$ cat src/rtl/neighbor_bank_reader_pkg.sv
// Shared types and constants for the neighbor memory path: controller-to-bank requests and
// bank-to-PE return beats.
package neighbor_bank_reader_pkg;

    localparam int unsigned Neighbor_Addr_W    = 8;
    localparam int unsigned Neighbor_Data_W    = 16;
    localparam int unsigned PE_Tag_W           = 4;
    localparam int unsigned Max_Neighbors      = 32;
    localparam int unsigned Num_Banks_Neighbor = 4;

    typedef struct packed {
        logic                       valid;
        logic [PE_Tag_W-1:0]        PE_tag;
        logic [Neighbor_Addr_W-1:0] Bank_addr;
    } Neighbor_MEM_CNTL2Neighbor_Bank_CNTL;

    typedef struct packed {
        logic                       valid;
        logic [PE_Tag_W-1:0]        PE_tag;
        logic [Neighbor_Data_W-1:0] data;
        logic                       last;
        logic                       empty;
    } Neighbor_Bank2PE;

endpackage

$ cat src/rtl/neighbor_bank_reader.sv
// Per-bank read engine: fetches a length-prefixed neighbor list from one SRAM bank and streams
// its entries to the PE return path with valid/ready.
module neighbor_bank_reader
    import neighbor_bank_reader_pkg::*;
#(
    parameter int unsigned ADDR_W  = Neighbor_Addr_W,
    parameter int unsigned DATA_W  = Neighbor_Data_W,
    parameter int unsigned TAG_W   = PE_Tag_W,
    parameter int unsigned MAX_NBR = Max_Neighbors
) (
    input  logic              clk,
    input  logic              reset,
    input  logic              req_valid,
    input  logic [TAG_W-1:0]  req_PE_tag,
    input  logic [ADDR_W-1:0] req_bank_addr,
    output logic              busy,
    output logic              sram_re,
    output logic [ADDR_W-1:0] sram_addr,
    input  logic [DATA_W-1:0] sram_rdata,
    output logic              out_valid,
    input  logic              out_ready,
    output logic [TAG_W-1:0]  out_PE_tag,
    output logic [DATA_W-1:0] out_data,
    output logic              out_last,
    output logic              out_empty,
    output logic              err_collision,
    output logic              err_overflow
);

    localparam int unsigned REM_W = $clog2(MAX_NBR + 1);
    localparam logic [DATA_W-1:0] MaxCount = DATA_W'(MAX_NBR);

    typedef enum logic [2:0] {
        StIdle,
        StHdrRd,
        StHdrWait,
        StDatRd,
        StDatWait,
        StSend
    } state_e;

    state_e             state_q, state_d;
    logic [TAG_W-1:0]   tag_q, tag_d;
    logic [ADDR_W-1:0]  ptr_q, ptr_d;
    logic [REM_W-1:0]   remaining_q, remaining_d;
    logic [DATA_W-1:0]  data_q, data_d;
    logic               last_q, last_d;
    logic               empty_q, empty_d;
    logic               err_collision_q, err_collision_d;
    logic               err_overflow_q, err_overflow_d;

    always_ff @(posedge clk or negedge reset) begin
        if (!reset) begin
            state_q         <= StIdle;
            tag_q           <= '0;
            ptr_q           <= '0;
            remaining_q     <= '0;
            data_q          <= '0;
            last_q          <= 1'b0;
            empty_q         <= 1'b0;
            err_collision_q <= 1'b0;
            err_overflow_q  <= 1'b0;
        end else begin
            state_q         <= state_d;
            tag_q           <= tag_d;
            ptr_q           <= ptr_d;
            remaining_q     <= remaining_d;
            data_q          <= data_d;
            last_q          <= last_d;
            empty_q         <= empty_d;
            err_collision_q <= err_collision_d;
            err_overflow_q  <= err_overflow_d;
        end
    end

    always_comb begin
        state_d         = state_q;
        tag_d           = tag_q;
        ptr_d           = ptr_q;
        remaining_d     = remaining_q;
        data_d          = data_q;
        last_d          = last_q;
        empty_d         = empty_q;
        err_overflow_d  = err_overflow_q;
        // Requests that arrive while the bank is occupied are dropped but remembered.
        err_collision_d = err_collision_q | (req_valid && (state_q != StIdle));

        unique case (state_q)
            StIdle: begin
                if (req_valid) begin
                    tag_d   = req_PE_tag;
                    ptr_d   = req_bank_addr;
                    state_d = StHdrRd;
                end
            end
            StHdrRd: begin
                state_d = StHdrWait;
            end
            StHdrWait: begin
                empty_d = 1'b0;
                if (sram_rdata > MaxCount) begin
                    err_overflow_d = 1'b1;
                    remaining_d    = REM_W'(MAX_NBR);
                    state_d        = StDatRd;
                end else if (sram_rdata == '0) begin
                    data_d  = '0;
                    empty_d = 1'b1;
                    last_d  = 1'b1;
                    state_d = StSend;
                end else begin
                    remaining_d = REM_W'(sram_rdata);
                    state_d     = StDatRd;
                end
            end
            StDatRd: begin
                ptr_d   = ptr_q + ADDR_W'(1);
                state_d = StDatWait;
            end
            StDatWait: begin
                data_d      = sram_rdata;
                remaining_d = remaining_q - REM_W'(1);
                last_d      = (remaining_q == REM_W'(1));
                state_d     = StSend;
            end
            StSend: begin
                if (out_ready) begin
                    state_d = last_q ? StIdle : StDatRd;
                end
            end
            default: state_d = StIdle;
        endcase
    end

    always_comb begin
        sram_re   = 1'b0;
        sram_addr = '0;
        if (state_q == StHdrRd) begin
            sram_re   = 1'b1;
            sram_addr = ptr_q;
        end else if (state_q == StDatRd) begin
            sram_re   = 1'b1;
            sram_addr = ptr_q + ADDR_W'(1);
        end
    end

    assign busy          = (state_q != StIdle);
    assign out_valid     = (state_q == StSend);
    assign out_PE_tag    = tag_q;
    assign out_data      = data_q;
    assign out_last      = last_q;
    assign out_empty     = empty_q;
    assign err_collision = err_collision_q;
    assign err_overflow  = err_overflow_q;

endmodule

$ cat config.mk
export PLATFORM = sky130hd
export DESIGN_NAME = neighbor_bank_reader
export DESIGN_NICKNAME = d
export VERILOG_FILES = /design/src/rtl/neighbor_bank_reader_pkg.sv /design/src/rtl/neighbor_bank_reader.sv
export SDC_FILE = /design/constraint.sdc
export NUM_CORES = 1
export LEC_CHECK = 0
export ABC_AREA = 1
export ABC_CLOCK_PERIOD_IN_PS = 2040
export CORE_UTILIZATION = 30
export DETAILED_ROUTE_END_ITERATION = 8
export SLEW_MARGIN = 30
export SYNTH_ARGS = -nofsm -noshare
export SYNTH_HDL_FRONTEND = slang
export SYNTH_SLANG_ARGS = --single-unit
$ cat constraint.sdc
create_clock -name clk -period 2.04 [get_ports clk]
set_input_delay 0.306 -clock clk [delete_from_list [all_inputs] [get_ports clk]]
set_output_delay 0.306 -clock clk [all_outputs]
set_load 0.005 [all_outputs]
Word-level counts from Yosys, hierarchy flattened:

Index checks and enable logic that the tools add are counted.
W data, S select, Z words.

* $add $sub $neg: 2
* $lt $le $gt $ge: 1
* equal/unequal tests: 11
* multiplexer cells: 23
* bitwise operators: 1
* reduce and logical (&&, ||, !) cells: 12

Operators by type and width (number)
* $mux W16: 2
* $pmux W16 S2: 1
* $mux W8: 3
* $pmux W3 S6: 1
* $gt A16 B6 Y1 const B: 1
* $logic_not A16 Y1: 1
* $pmux W8 S2: 1
* $mux W3: 4
* $mux W6: 2
* $pmux W6 S2: 1
* $reduce_and A2 Y1: 5
* $add A8 B1 Y8 const B: 1
* $eq A3 B2 Y1 const B: 2
* $eq A3 B3 Y1 const B: 2
* $eq A6 B1 Y1 const B: 1
* $mux W1: 6
* $ne A2 B2 Y1 const B: 3
* $sub A6 B1 Y6 const B: 1
* $reduce_bool A2 Y1: 2
* $eq A3 B1 Y1 const B: 1
* $logic_not A3 Y1: 1
* $ne A3 B3 Y1 const B: 1
* $reduce_and A3 Y1: 1
* $reduce_bool A3 Y1: 1
* other kinds (5): 5

* flip-flop bits (word level): 41
* bits of input ports: 32
* output and inout bits: 35
* word-level logic and storage cells: 59

Depth between registers and ports, before layout:

* depth in word-level cells: 4
* depth in mapped cells: 10
* mapped depth without buffers: 10

Worst setup path after synthesis:

Ideal clock, no wire load.

* path type: register to output
* from: register state_q[0]
* to: output port sram_addr[0]
* arrival: 1.115 ns
* required time: 1.734 ns
* setup slack: 0.619 ns
* stages on the path, launching flop included: 5
* buffers on the path: 0
* cells stage by stage: dfrtp_1 > inv_2 > nor2_1 > nand2_1 > o21ai_0

* longest elaborated chain between the ends: 3
* elaborated cells between the ends (all ways): 4
* those cells by class: 2 x eq/ne; 2 x mux

RTL lines
* from (decl): line neighbor_bank_reader.sv:42 `state_e state_q, state_d;`
* from (signal assigned): line neighbor_bank_reader.sv:54 `state_q <= StIdle;`
* from (signal assigned): line neighbor_bank_reader.sv:64 `state_q <= state_d;`
* $eq A3 B2 Y1: line neighbor_bank_reader.sv:140 `end else if (state_q == StDatRd) begin`
* $mux W8: line neighbor_bank_reader.sv:140
* $mux W8 *: line neighbor_bank_reader.sv:137 `if (state_q == StHdrRd) begin`
* to (decl): line neighbor_bank_reader.sv:18 `output logic [ADDR_W-1:0] sram_addr,`

Mark *: on every way between the ends. The rest lies on a longest branch, timed or not.

Worst setup path after layout:

* from: register state_q[1]
* to: output port out_valid

* longest elaborated chain between the ends: 1

RTL lines
* $eq A3 B3 Y1: line neighbor_bank_reader.sv:147 `assign out_valid = (state_q == StSend);`
* to (decl): line neighbor_bank_reader.sv:20 `output logic out_valid,`

Every way passes these cells.

==> implementation parameters <==
Parameter                              Value

Outcome
  Outcome    finished, final reports clean

GRT
  Wire length of the first global-routing pass    9.28 mm
  Global route total overflow    0
  GRT Resource Usage Total    15.4%
  Vias in the first global route    2044
  Initial antenna violation count    0
  Maximum number of pins on one net before global-route repair    18

Yosys
  Largest cells by area after synthesis    sky130_fd_sc_hd__dfrtp_1 46%, sky130_fd_sc_hd__nand2_1 21%, sky130_fd_sc_hd__nand3_1 6.2%, sky130_fd_sc_hd__nor2_1 5.7%, sky130_fd_sc_hd__inv_1 4.5%
  Leading register cell type out of synthesis    sky130_fd_sc_hd__dfrtp_1
  EDFF count, synth    0
  Syn. warnings    0
  Synthesized netlist net count    344
  Post-synth top area cell    sky130_fd_sc_hd__dfrtp_1
  Proportion of synthesized flip-flops having asynchronous set or reset    100%
  Portion of synthesized cell area occupied by the leading cell type    45.7%
  Share of the yosys chip area belonging to registers    45.7%
  Flip-flop and latch count after synthesis    41
  Post-synth design cell area    0.00225 mm²
  Most common cell in the netlist    sky130_fd_sc_hd__nand2_1
  Average instance area after synthesis    7.27 µm²
  Most frequent cells after synthesis    123 x sky130_fd_sc_hd__nand2_1, 41 x sky130_fd_sc_hd__dfrtp_1, 34 x sky130_fd_sc_hd__nor2_1
  Number of instances in the synthesized netlist    309
  Distinct cell type count of the synthesized netlist    26

Clocking
  Num Clock Sinks    41
  # H-tree levels    2
  CTS clk-pin slew, worst paths    80 ps
  Root buffer cell    sky130_fd_sc_hd__clkbuf_8
  Maximum root-to-sink buffer count    2
  Clock tree from TritonCTS    done
  Inserted Clock Buffers    5
  Clock Latency Late Sink    300 ps

Timing
  Final Cycle Share    94.9%
  Shortest period the worst path allows    1940 ps
  Unrepaired setup endpoints after global routing    no
  Relative slew slack    77.6%
  Final setup violating endpoints    0
  Number of pins exceeding their max-slew limit in the final report    0
  Hold Vio Cnt, Final    0
  Final total negative setup slack    0 ps
  Achievable frequency    0.516 GHz
  Worst setup skew after layout    roughly 7.8 ps
  Worst-margin pin slew    334 ps
  Minimum hold slack    435 ps

Final layout
  Fin nets    431
  Fraction of final layout cells sized beyond drive strength 1    12.1%
  Area grow syn2layout    45.5%
  Filler-free cell count of the finished design    496
  Antenna diode count    0

Power and ir drop
  Overall power of the completed layout    0.00444 W
  Cell leakage power    1.68 nW
  Highest ir drop seen on vdd    about 480 µV
  Power per Cell Area    1360 mW/mm²

Setup path
  Reg2Reg Capture Point    ptr_q[4]
  Buf/Inv on CP    3
  Slack of the worst reg-to-reg path    around 430 ps
  Path depth of the worst reg2reg path    8
  CP max stage delay    510 ps
  Worst Setup Start Kind    flop
  WP data arrival    1630 ps
  Endpoint class of the critical path    output port
  Critical Path RT    1730 ps
  Cell-by-cell listing of the critical path    inv_2, nand3_1, inv_1, clkdlybuf4s50_1
  Max Fanout on Critical Path    6
  Crit-path slowest cell    sky130_fd_sc_hd__clkdlybuf4s50_1
  Crit path kind    reg -> out
  Cell class contributing the biggest share of worst-path delay    buffers and inverters
  Critical register-to-register path startpoint    state_q[0]

Detailed routing
  Total length of routed wires    5.74 mm
  Wire per inst    11.6 µm
  Number of nets with antenna violations after routing    0
  Final routed DRC violation total    0
  Detailed Route Iter0 Violations    107
  Pre-antenna DRT Iters    4
  Detailed-route vias per instance    roughly 4.5
  Routed via count    approximately 2300

Placement
  Half-perimeter wire length of the detailed placement result    4.30 mm
  Number of placed cells counting well taps    477
  Final Wtd Congestion    0.888
  IO buf count    66

Die
  X dimension of the die    approximately 89 µm
  Initial standard-cell utilization of the core    31.0%
  I/O pin count    67
  Total die area    just under 0.008 mm²
  Die height    88.5 µm
  Area of the core region    0.00725 mm²
  Rows    31

Worst hold path
  Tightest Hold Check Type    in -> async

Job
  Max_cap viols    0
-- worst max path at each step --
stage | start | slack, ps | cells past startpoint | end
floorplan | state_q[0] | 620 | 4 | sram_addr[0]
global placement | ptr_q[1] | 190 | 6 | sram_addr[6]
detailed placement | ptr_q[1] | 170 | 6 | sram_addr[6]
CTS | ptr_q[1] | 20 | 4 | sram_addr[1]
global route | ptr_q[1] | 6 | 6 | sram_addr[4]
finish | state_q[1] | 100 | 4 | out_valid
-- logic make-up after synthesis --
kind of cell	count (synthesis)	synth area share [%]
adders and majority gates	3	1.67
buffers and inverters	35	6.74
DFF	41	45.7
and+or+nand+nor	198	37.3
AOI/OAI and AO/OA	32	8.58
-- timing repair --
action,in CTS,in global routing
hold buffers,1,0
buffers inserted,7,3
gates resized for setup,13,4
pin swaps,1,1
hold endpoints to repair,12,0
endpoints found under the setup margin,8,4
-- sequential cells by signal (all words and copies together), names as in the netlist --
register and cells:
err_overflow 1, out_data 16, ptr_q 8, state_q 3
out_PE_tag 4, out_empty 1, err_collision 1, out_last 1
remaining_q 6
-- routing by layer --
| metal | wire length, µm | global-route usage, % |
|---|---|---|
| met2 | 2670 | 25.3 |
| met5 | 0 | 0 |
| met1 | 2710 | 20.4 |
| met3 | 269 | 3.08 |
| met4 | 87 | 4.40 |
-- area by class of cell --
type                       count  area [µm²]
inverter                      31         116
clock inverter                 3        65.1
timing repair buffer          84         787
multi-input combinational    233        1080
tap                           99         124
sequential                    41        1030
fill                         747        3990
clock buffer                   5        68.8
-- power breakdown --
group	switching [W]	leakage (nW)	total (W)	internal, W
Clock	0.000291	0.0681	0.000777	0.000486
Combinational	0.00120	1.10	0.00229	0.00109
Sequential	0.000235	0.510	0.00137	0.00113
Total	0.00172	1.68	0.00444	0.00271
-- placed cells by master (no fill, tap or decap), drive strengths merged, types with 2 or more instances in the layout --
| master | Yosys | routed |
|---|---|---|
| dlygate4sd2 | 0 | 5 |
| inv | 31 | 31 |
| ha | 3 | 3 |
| nand3 | 28 | 28 |
| bufinv | 0 | 2 |
| buf | 4 | 18 |
| nand4 | 2 | 2 |
| dlymetal6s2s | 0 | 2 |
| o21ai | 17 | 17 |
| nand2 | 130 | 130 |
| clkdlybuf4s50 | 0 | 57 |
| nor2 | 36 | 36 |
| o21bai | 2 | 2 |
| a21oi | 6 | 6 |
| dfrtp | 41 | 41 |
| clkbuf | 0 | 6 |
| a31oi | 3 | 3 |
-- metrics by stage --
step	instance area, µm²	setup slack [ps]	util (%)
after floorplan	2250	619	-
after global routing	3270	6.04	45.1
after detailed placement	3040	170	42.0
after CTS	3240	22.7	44.7
final	3270	103	45.1
after global placement	3040	188	42.0
(Power assumes the default switching activity.)
